### config.mk
export PLATFORM = sky130hd
export DESIGN_NAME = store_trace_fifo
export DESIGN_NICKNAME = d
export VERILOG_FILES = /design/src/rtl/store_trace_fifo.sv
export SDC_FILE = /design/constraint.sdc
export NUM_CORES = 1
export LEC_CHECK = 0
export ABC_AREA = 1
export CORE_AREA = 4 4 308 219
export CTS_CLUSTER_DIAMETER = 100
export DETAILED_ROUTE_END_ITERATION = 8
export DIE_AREA = 0 0 312 223
export GPL_TIMING_DRIVEN = 1
export HOLD_SLACK_MARGIN = 0.15
export PLACE_DENSITY_LB_ADDON = 0.08
export SLEW_MARGIN = 20
export SYNTH_ARGS = -nofsm -noshare
export SYNTH_HDL_FRONTEND = slang
export SYNTH_SLANG_ARGS = --single-unit
### constraint.sdc
create_clock -name i_clk -period 4.9 [get_ports i_clk]
set_input_delay 0.98 -clock i_clk [delete_from_list [all_inputs] [get_ports i_clk]]
set_output_delay 0.98 -clock i_clk [all_outputs]
set_load 0.05 [all_outputs]
### src/rtl/store_trace_fifo.sv
// Passive store-bus tracer. It captures every CPU data-memory store into a small
// first-word-fall-through FIFO and drains the entries through a valid/ready port.
// It also flags the end-of-program store and counts the stores it had to drop.
module store_trace_fifo #(
    parameter int          DEPTH     = 8,
    parameter logic [31:0] DONE_ADDR = 32'd84,
    parameter logic [31:0] DONE_DATA = 32'd7
) (
    input  logic                     i_clk,
    input  logic                     i_rst,
    input  logic                     i_memwrite,
    input  logic [31:0]              i_dataadr,
    input  logic [31:0]              i_writedata,
    output logic                     o_out_valid,
    input  logic                     i_out_ready,
    output logic [31:0]              o_out_addr,
    output logic [31:0]              o_out_data,
    output logic [$clog2(DEPTH):0]   o_count,
    output logic                     o_overflow,
    output logic [7:0]               o_drop_cnt,
    output logic                     o_done
);

    localparam int AW = $clog2(DEPTH);
    localparam int CW = AW + 1;

    typedef struct packed {
        logic [31:0] addr;
        logic [31:0] data;
    } entry_t;

    entry_t          r_mem [DEPTH];
    logic [AW-1:0]   r_wr_ptr;
    logic [AW-1:0]   r_rd_ptr;
    logic [CW-1:0]   r_count;
    logic            r_overflow;
    logic [7:0]      r_drop_cnt;
    logic            r_done;

    logic            w_full;
    logic            w_pop;
    logic            w_push;
    logic            w_drop;
    logic            w_done_hit;
    entry_t          w_head;

    assign w_full     = (r_count == CW'(DEPTH));
    assign w_pop      = (r_count != '0) && i_out_ready;
    // A pop in the same cycle frees the slot, so a full FIFO still accepts the store.
    assign w_push     = i_memwrite && (!w_full || w_pop);
    assign w_drop     = i_memwrite && w_full && !w_pop;
    assign w_done_hit = i_memwrite && (i_dataadr == DONE_ADDR) && (i_writedata == DONE_DATA);

    // Storage is cleared on reset so the head outputs are never X.
    always_ff @(posedge i_clk) begin
        if (i_rst) begin
            for (int i = 0; i < DEPTH; i++) begin
                r_mem[i] <= '0;
            end
        end else if (w_push) begin
            r_mem[r_wr_ptr] <= '{addr: i_dataadr, data: i_writedata};
        end
    end

    always_ff @(posedge i_clk) begin
        if (i_rst) begin
            r_wr_ptr <= '0;
            r_rd_ptr <= '0;
            r_count  <= '0;
        end else begin
            if (w_push) begin
                r_wr_ptr <= r_wr_ptr + AW'(1);
            end
            if (w_pop) begin
                r_rd_ptr <= r_rd_ptr + AW'(1);
            end
            case ({w_push, w_pop})
                2'b10:   r_count <= r_count + CW'(1);
                2'b01:   r_count <= r_count - CW'(1);
                default: r_count <= r_count;
            endcase
        end
    end

    always_ff @(posedge i_clk) begin
        if (i_rst) begin
            r_overflow <= 1'b0;
            r_drop_cnt <= '0;
            r_done     <= 1'b0;
        end else begin
            if (w_drop) begin
                r_overflow <= 1'b1;
                if (r_drop_cnt != 8'hFF) begin
                    r_drop_cnt <= r_drop_cnt + 8'd1;
                end
            end
            // Completion is detected on the bus itself, whether or not the store was kept.
            if (w_done_hit) begin
                r_done <= 1'b1;
            end
        end
    end

    assign w_head      = r_mem[r_rd_ptr];
    assign o_out_valid = (r_count != '0);
    assign o_out_addr  = w_head.addr;
    assign o_out_data  = w_head.data;
    assign o_count     = r_count;
    assign o_overflow  = r_overflow;
    assign o_drop_cnt  = r_drop_cnt;
    assign o_done      = r_done;

endmodule
==> results of run 1 <==
-- registers in the layout, summed over array words and instances, names as in the netlist, named ones only --
register,flops
o_count,4
o_done,1
o_drop_cnt,8
o_overflow,1
r_mem,512
r_rd_ptr,3
r_wr_ptr,3
-- power breakdown --
| part | switching, mW | total [mW] | internal, mW |
|---|---|---|---|
| combinational | 2.29 | 3.29 | 1.00 |
| sequential | 0.168 | 5.42 | 5.26 |
| clock | 1.78 | 4.03 | 2.25 |
| total | 4.24 | 12.7 | 8.50 |
-- critical path, stage by stage, from the launching register on --
cell	delay [ns]
sky130_fd_sc_hd__dfxtp_4	0.81
sky130_fd_sc_hd__buf_4	0.59
sky130_fd_sc_hd__nor2_1	0.11
sky130_fd_sc_hd__o32ai_1	0.33
sky130_fd_sc_hd__nand2_1	0.11
sky130_fd_sc_hd__nand2_1	0.14
sky130_fd_sc_hd__clkdlybuf4s50_1	0.83
-- placed cells by master (no fill, tap or decap), types with 2 or more instances in the layout --
master and n:
sky130_fd_sc_hd__nor2_1 945, sky130_fd_sc_hd__edfxtp_1 512, sky130_fd_sc_hd__nand2_1 239, sky130_fd_sc_hd__clkdlybuf4s50_1 146, sky130_fd_sc_hd__o21ai_0 137, sky130_fd_sc_hd__o32ai_1 128, sky130_fd_sc_hd__inv_1 62, sky130_fd_sc_hd__clkbuf_16 57
sky130_fd_sc_hd__clkinv_1 32, sky130_fd_sc_hd__buf_4 24, sky130_fd_sc_hd__clkbuf_1 22, sky130_fd_sc_hd__dfxtp_1 20, sky130_fd_sc_hd__nand2_4 16, sky130_fd_sc_hd__nand3_1 16, sky130_fd_sc_hd__buf_12 16, sky130_fd_sc_hd__a21oi_1 14
sky130_fd_sc_hd__clkbuf_8 8, sky130_fd_sc_hd__nand4_1 7, sky130_fd_sc_hd__ha_1 4, sky130_fd_sc_hd__clkinv_2 4, sky130_fd_sc_hd__nor3_1 3, sky130_fd_sc_hd__xor2_1 3, sky130_fd_sc_hd__dfxtp_4 3, sky130_fd_sc_hd__xnor2_1 2
-- layout make-up --
cell class / instances / share of cell area (%)
inverters: 89 / 1.23
multi-input cells: 1520 / 24.5
repair buffers: 188 / 7.22
clock inverters: 12 / 0.199
flip-flops and latches: 535 / 57.2
clock buffers: 87 / 5.84
well taps: 840 / 3.79
-- stage by stage --
step,total power [mW],instances,setup WS (ns)
after global routing,13.3,3271,0.137
after detailed placement,8.84,3171,0.993
final,12.7,3271,0.368
after global placement,8.82,3171,1.01
after CTS,12.9,3270,0.323
after floorplan,7.65,2300,1.26
-- metal layers --
metal  vias to the layer above  wire (um)  GRT usage, %
met5                         -          0             0
met4                         0       1150          3.99
met3                        83       4770          3.47
met2                       536      34000          33.0
met1                      8727      34900          31.1
li1                       8009          -             -
-- worst paths after layout --
path,depth (start not counted),endpoint,start,slack (ns)
max,6,o_out_data[0],flop,0.37
max reg2reg,8,r_mem[7][3]$_SDFFCE_PN0P_,o_count[0]$_SDFFE_PP0P_,2.25
min,2,o_done$_SDFFE_PP0P_,o_done$_SDFFE_PP0P_,0.46
min reg2reg,2,o_done$_SDFFE_PP0P_,o_done$_SDFFE_PP0P_,0.46
-- kinds of logic after synthesis --
family,Yosys count,synth area share (%)
AND/OR/NAND/NOR,1230,19.8
flip-flops,535,66.8
AO/OA/AOI/OAI,281,7.98
buffers and inverters,245,5.02
XOR/XNOR,5,0.185
adder cells (fa/ha/maj),4,0.211
==> run summary, run 1 <==
WORST SETUP PATH
--------------------------------------------------------------------------------
CP arrival                                                               3.55 ns
Crit end category                                                     output pin
Maximum fanout along the worst path                                           54
Required time worst endpoint                                             3.92 ns
Kind of critical path                                               flop to output pin
Crit path launch type                                                       flop

ROUTING
--------------------------------------------------------------------------------
Vias per cell                                                               5.31
Detailed-route DRC error count                                                 0
Number of nets with antenna violations after routing                           0
Post-Route WL                                                           74800 um
Via total after detailed routing                                           17400
DRT iter0 DRCs                                                              1629
DRT Pass-1 Iters                                                               5
Routed wire length per instance                                          22.9 um

CLOCK TREE
--------------------------------------------------------------------------------
H-Tree Depth                                                                   2
CTS buffer count                                                              55
Count of hold buffers inserted by post-cts repair                              0
Maximum count of clock buffers along a single path                             3
Clock latency on the worst-skew pair                                     0.61 ns
Number of clock sinks                                                        535
Post-CTS repair timing setup buffer count                                      0
Clk slew on worst S/H paths                                              0.07 ns
Number of resized instances in the post-cts repair step                        0
Root buffer cell                                                    sky130_fd_sc_hd__clkbuf_16
TritonCTS clock tree                                                       built

CELLS AND AREA
--------------------------------------------------------------------------------
Ant. Diodes                                                                    0
Final core utilization                                                     43.0%
Footprint of the multi-input gates                                    6790 sq um
Final #Nets                                                                 2461
Layout cells sized above 1                                                 5.64%
Filler Cell Count                                                           6240
Summed area of non-filler cells in the final layout                  27700 sq um
Sequential cell area in the final layout                             15800 sq um
Synth-to-layout area growth                                                16.9%

SYNTH
--------------------------------------------------------------------------------
Cell Area, Synth                                                     23700 sq um
Most instantiated library cell after synthesis                      sky130_fd_sc_hd__nor2_1
Top_reg_cell synth                                                  sky130_fd_sc_hd__edfxtp_1
Fraction of the yosys area taken by sequential cells                       66.8%
Library cells used by synthesis                                               27
Number of flops mapped to enable cells by yosys                              512
Dominant cell type by area after synthesis                          sky130_fd_sc_hd__edfxtp_1
Most frequent cells after synthesis                                 sky130_fd_sc_hd__nor2_1 (945), sky130_fd_sc_hd__edfxtp_1 (512), sky130_fd_sc_hd__nand2_1 (255), sky130_fd_sc_hd__o21ai_0 (137), sky130_fd_sc_hd__o32ai_1 (128)
#FFs+latches synth                                                           535
Post-Synthesis Mean Instance Area                                     10.3 sq um
Ys async rst share                                                            0%
Area share of the leading cell type in the synthesized netlist             64.9%
Net count after synthesis                                                   2372
Synth Instances                                                             2300
Main area contributors after synthesis                              sky130_fd_sc_hd__edfxtp_1 (65%), sky130_fd_sc_hd__nor2_1 (15%), sky130_fd_sc_hd__o32ai_1 (4.7%), sky130_fd_sc_hd__nand2_1 (4.0%), sky130_fd_sc_hd__o21ai_0 (2.9%)
Total of warnings raised by yosys                                              0

STA
--------------------------------------------------------------------------------
Actual transition at the worst max-transition pin                        1.13 ns
Number of failing setup endpoints in the final timing report                   0
Post-layout min period                                                   4.53 ns
RSZ-0062 raised after global routing                                          no
Post-route worst hold slack                                             0.461 ns
Fin Clk Skew                                                           0.0125 ns
Max-slew headroom                                                          24.9%
Final Max Tran Viols                                                           0
Total Negative Setup Slacks                                                 0 ns
Final-report hold violation count                                              0
Fmax achieved                                                          0.221 GHz
Share of the clock period used by the worst path after layout              92.5%

GLOBAL ROUTING
--------------------------------------------------------------------------------
Wire length of the first global-routing pass                           111000 um
Total global-route track usage                                             21.0%
Maximum number of pins on one net before global-route repair                  80
Number of global-route vias before repair                                  17100
Remaining Overflow, GRT                                                        0
Number of antenna violations at the first check in global routing              1

FLOORPLANNING
--------------------------------------------------------------------------------
IO Count                                                                     147
Standard-cell rows                                                            78
Starting utilization of the core area                                      36.8%
Core outline area                                                    64400 sq um
Chip Width                                                                312 um
Height of the chip                                                        223 um
Full die area                                                        69600 sq um

PLACED DESIGN
--------------------------------------------------------------------------------
IO buf count                                                                 146
Gpl congestion                                                             0.770
Post-detailed-placement half-perimeter wirelength                       39400 um
Placed cell areas                                                    26000 sq um

RUN
--------------------------------------------------------------------------------
Total of max-cap violations                                                    0

PWR
--------------------------------------------------------------------------------
Worst-case vdd ir drop                                                0.000223 V
Leak Pwr                                                                 10.7 nW
Pwr Density                                                          460 nW/um^2

RUN STATUS
--------------------------------------------------------------------------------
Status                                                              finished clean

MIN PATH
--------------------------------------------------------------------------------
Worst Hold Class                                                    flop to flop

Power figures use the tool's default switching activity.
==> run 2: changes to the inputs <==
PLACE_DENSITY = 0.55   (was default)
PLACE_DENSITY_LB_ADDON = default   (was 0.08)
==> run summary, run 2 (synthesis results as in run 1) <==
RUN STATUS
--------------------------------------------------------------------------------
Status                                                              finished clean   unchanged

CLOCK TREE
--------------------------------------------------------------------------------
Number of clock sinks                                                        535   unchanged
Clock latency on the worst-skew pair                                     0.61 ns   about the same
CTS buffer count                                                              54   was 55
Root buffer cell                                                    sky130_fd_sc_hd__clkbuf_16   unchanged
Clk slew on worst S/H paths                                              0.06 ns   was 0.07 ns
Post-CTS repair timing setup buffer count                                      0   unchanged
H-Tree Depth                                                                   2   unchanged
Count of hold buffers inserted by post-cts repair                              0   unchanged
Maximum count of clock buffers along a single path                             3   unchanged
TritonCTS clock tree                                                       built   unchanged
Number of resized instances in the post-cts repair step                        0   unchanged

WORST SETUP PATH
--------------------------------------------------------------------------------
Source of the worst register-to-register timing path                o_count[2]$_SDFFE_PP0P_   was o_count[0]$_SDFFE_PP0P_
R2R Setup Slk                                                            2.32 ns   was 2.25 ns
Most used cell along the critical path                              sky130_fd_sc_hd__nand2_1   unchanged
Reg2reg end                                                         r_mem[6][17]$_SDFFCE_PN0P_   was r_mem[7][3]$_SDFFCE_PN0P_
Cells traversed along the worst timing path                         buf_4, nor2_1, o32ai_1, nand2_1, nand2_1, clkdlybuf4s50_1   unchanged
Bufs and invs on worst path                                                    2   unchanged
Slowest cell on crit path                                           sky130_fd_sc_hd__clkdlybuf4s50_1   unchanged
CP arrival                                                               3.35 ns   was 3.55 ns
Crit end category                                                     output pin   unchanged
Slowest Stage Delay on Critical Path                                     0.82 ns   was 0.83 ns
Required time worst endpoint                                             3.92 ns   about the same
Crit path launch type                                                       flop   unchanged
Kind of critical path                                               flop to output pin   unchanged
Maximum fanout along the worst path                                           66   was 54
Number of stages on the worst setup path                                       6   unchanged
Worst reg2reg path depth                                                       7   was 8
Cell class contributing the biggest share of worst-path delay       buffers and inverters   unchanged

CELLS AND AREA
--------------------------------------------------------------------------------
Summed area of non-filler cells in the final layout                  27600 sq um   was 27700 sq um
Final core utilization                                                     42.8%   was 43.0%
Number of flip-flops in the largest register                                 512   unchanged
Final #Nets                                                                 2458   was 2461
Synth-to-layout area growth                                                16.4%   was 16.9%
Layout cells sized above 1                                                 6.22%   was 5.64%
Register containing the most flip-flops in the final layout                r_mem   unchanged
Most common library cell in the layout ignoring fill and taps       sky130_fd_sc_hd__nor2_1   unchanged
Highest-count cells in the layout ignoring fill and taps            sky130_fd_sc_hd__nor2_1 (945), sky130_fd_sc_hd__edfxtp_1 (512), sky130_fd_sc_hd__nand2_1 (239)   unchanged

ROUTING
--------------------------------------------------------------------------------
DRT iter0 DRCs                                                              1868   was 1629
Routed wire length per instance                                          21.7 um   was 22.9 um
Detailed-route DRC error count                                                 0   unchanged
Number of nets with antenna violations after routing                           0   unchanged
Post-Route WL                                                           71000 um   was 74800 um
DRT Pass-1 Iters                                                               5   unchanged
Vias per cell                                                               5.34   was 5.31
Via total after detailed routing                                           17500   was 17400

PLACED DESIGN
--------------------------------------------------------------------------------
IO buf count                                                                 146   unchanged
Placed cell areas                                                    25900 sq um   was 26000 sq um
Setup Slack @ Placement                                                  1.19 ns   was 0.993 ns
Post-detailed-placement half-perimeter wirelength                       37800 um   was 39400 um
Gpl congestion                                                             0.792   was 0.770

STA
--------------------------------------------------------------------------------
Max-slew headroom                                                          24.6%   was 24.9%
Share of the clock period used by the worst path after layout              88.4%   was 92.5%
Post-layout min period                                                   4.33 ns   was 4.53 ns
Number of failing setup endpoints in the final timing report                   0   unchanged
Final Max Tran Viols                                                           0   unchanged
Crit path setup slack, layout                                           0.566 ns   was 0.368 ns
Final-report hold violation count                                              0   unchanged
Fin Clk Skew                                                           0.0145 ns   was 0.0125 ns
Fmax achieved                                                          0.231 GHz   was 0.221 GHz
Post-route worst hold slack                                             0.468 ns   was 0.461 ns
Total Negative Setup Slacks                                                 0 ns   unchanged
RSZ-0062 raised after global routing                                          no   unchanged
Actual transition at the worst max-transition pin                        1.13 ns   about the same

GLOBAL ROUTING
--------------------------------------------------------------------------------
Maximum number of pins on one net before global-route repair                  80   unchanged
Wire length of the first global-routing pass                           106000 um   was 111000 um
Number of antenna violations at the first check in global routing              7   was 1
Total global-route track usage                                             19.9%   was 21.0%
Remaining Overflow, GRT                                                        0   unchanged
Number of global-route vias before repair                                  17100   about the same

FLOORPLANNING
--------------------------------------------------------------------------------
Core outline area                                                    64400 sq um   unchanged
Starting utilization of the core area                                      36.8%   unchanged
Full die area                                                        69600 sq um   unchanged
Standard-cell rows                                                            78   unchanged
Height of the chip                                                        223 um   unchanged
Chip Width                                                                312 um   unchanged
IO Count                                                                     147   unchanged

MIN PATH
--------------------------------------------------------------------------------
Worst Hold Class                                                    flop to flop   unchanged
Worst hold path stage count                                                    2   unchanged
Critical hold path startpoint                                       r_rd_ptr[2]$_SDFFE_PP0N_   was o_done$_SDFFE_PP0P_

RUN
--------------------------------------------------------------------------------
Total of max-cap violations                                                    0   unchanged

PWR
--------------------------------------------------------------------------------
Worst-case vdd ir drop                                                0.000247 V   was 0.000223 V
Pwr Density                                                          459 nW/um^2   was 460 nW/um^2
Leak Pwr                                                                 10.7 nW   about the same

run 2: per-stage QoR:
stage                     std cells  power [mW]
after CTS                      3268        12.7
after global placement         3170        8.77
after detailed placement       3170        8.79
after floorplan                2300        7.65
after global routing           3268        13.2
final                          3270        12.7
run 2: layout make-up:
type | instances | area (sq um)
Antenna cell | 2 | 5.00
Clock buffer | 69 | 1470
Clock inverter | 29 | 181
Fill cell | 6110 | 36800
Inverter | 89 | 342
Multi-Input combinational cell | 1520 | 6790
Sequential cell | 535 | 15800
Tap cell | 840 | 1050
Timing Repair Buffer | 186 | 1900
run 2: worst min-delay path, stage by stage (launching register included):
cell and delay (ns):
sky130_fd_sc_hd__dfxtp_1 0.31, sky130_fd_sc_hd__inv_1 0.05, sky130_fd_sc_hd__a21oi_1 0.07
run 2: how the worst max path moves through the flow:
stage | startpoint | endpoint | slack [ns]
final | flop | o_out_addr[13] | 0.57
after global placement | flop | o_out_data[19] | 1.15
after global routing | flop | o_out_addr[8] | 0.36
after floorplan | i_rst | r_mem[1][0]$_SDFFCE_PN0P_ | 1.26
after CTS | flop | o_out_data[19] | 0.53
after detailed placement | flop | o_out_data[19] | 1.19
run 2: routing by layer:
metal | track usage, % | vias up | share of wire, %
met2 | 31.4 | 643 | 45
met5 | 0 | - | 0.092
li1 | - | 8006 | -
met1 | 28.7 | 8698 | 45
met4 | 3.93 | 10 | 1.6
met3 | 4.18 | 94 | 8.4
run 2: power breakdown:
| group | total [mW] | switching, mW | internal [mW] |
|---|---|---|---|
| registers | 5.39 | 0.132 | 5.26 |
| clock network | 3.97 | 1.76 | 2.21 |
| logic | 3.30 | 2.32 | 0.976 |
| total | 12.7 | 4.22 | 8.44 |
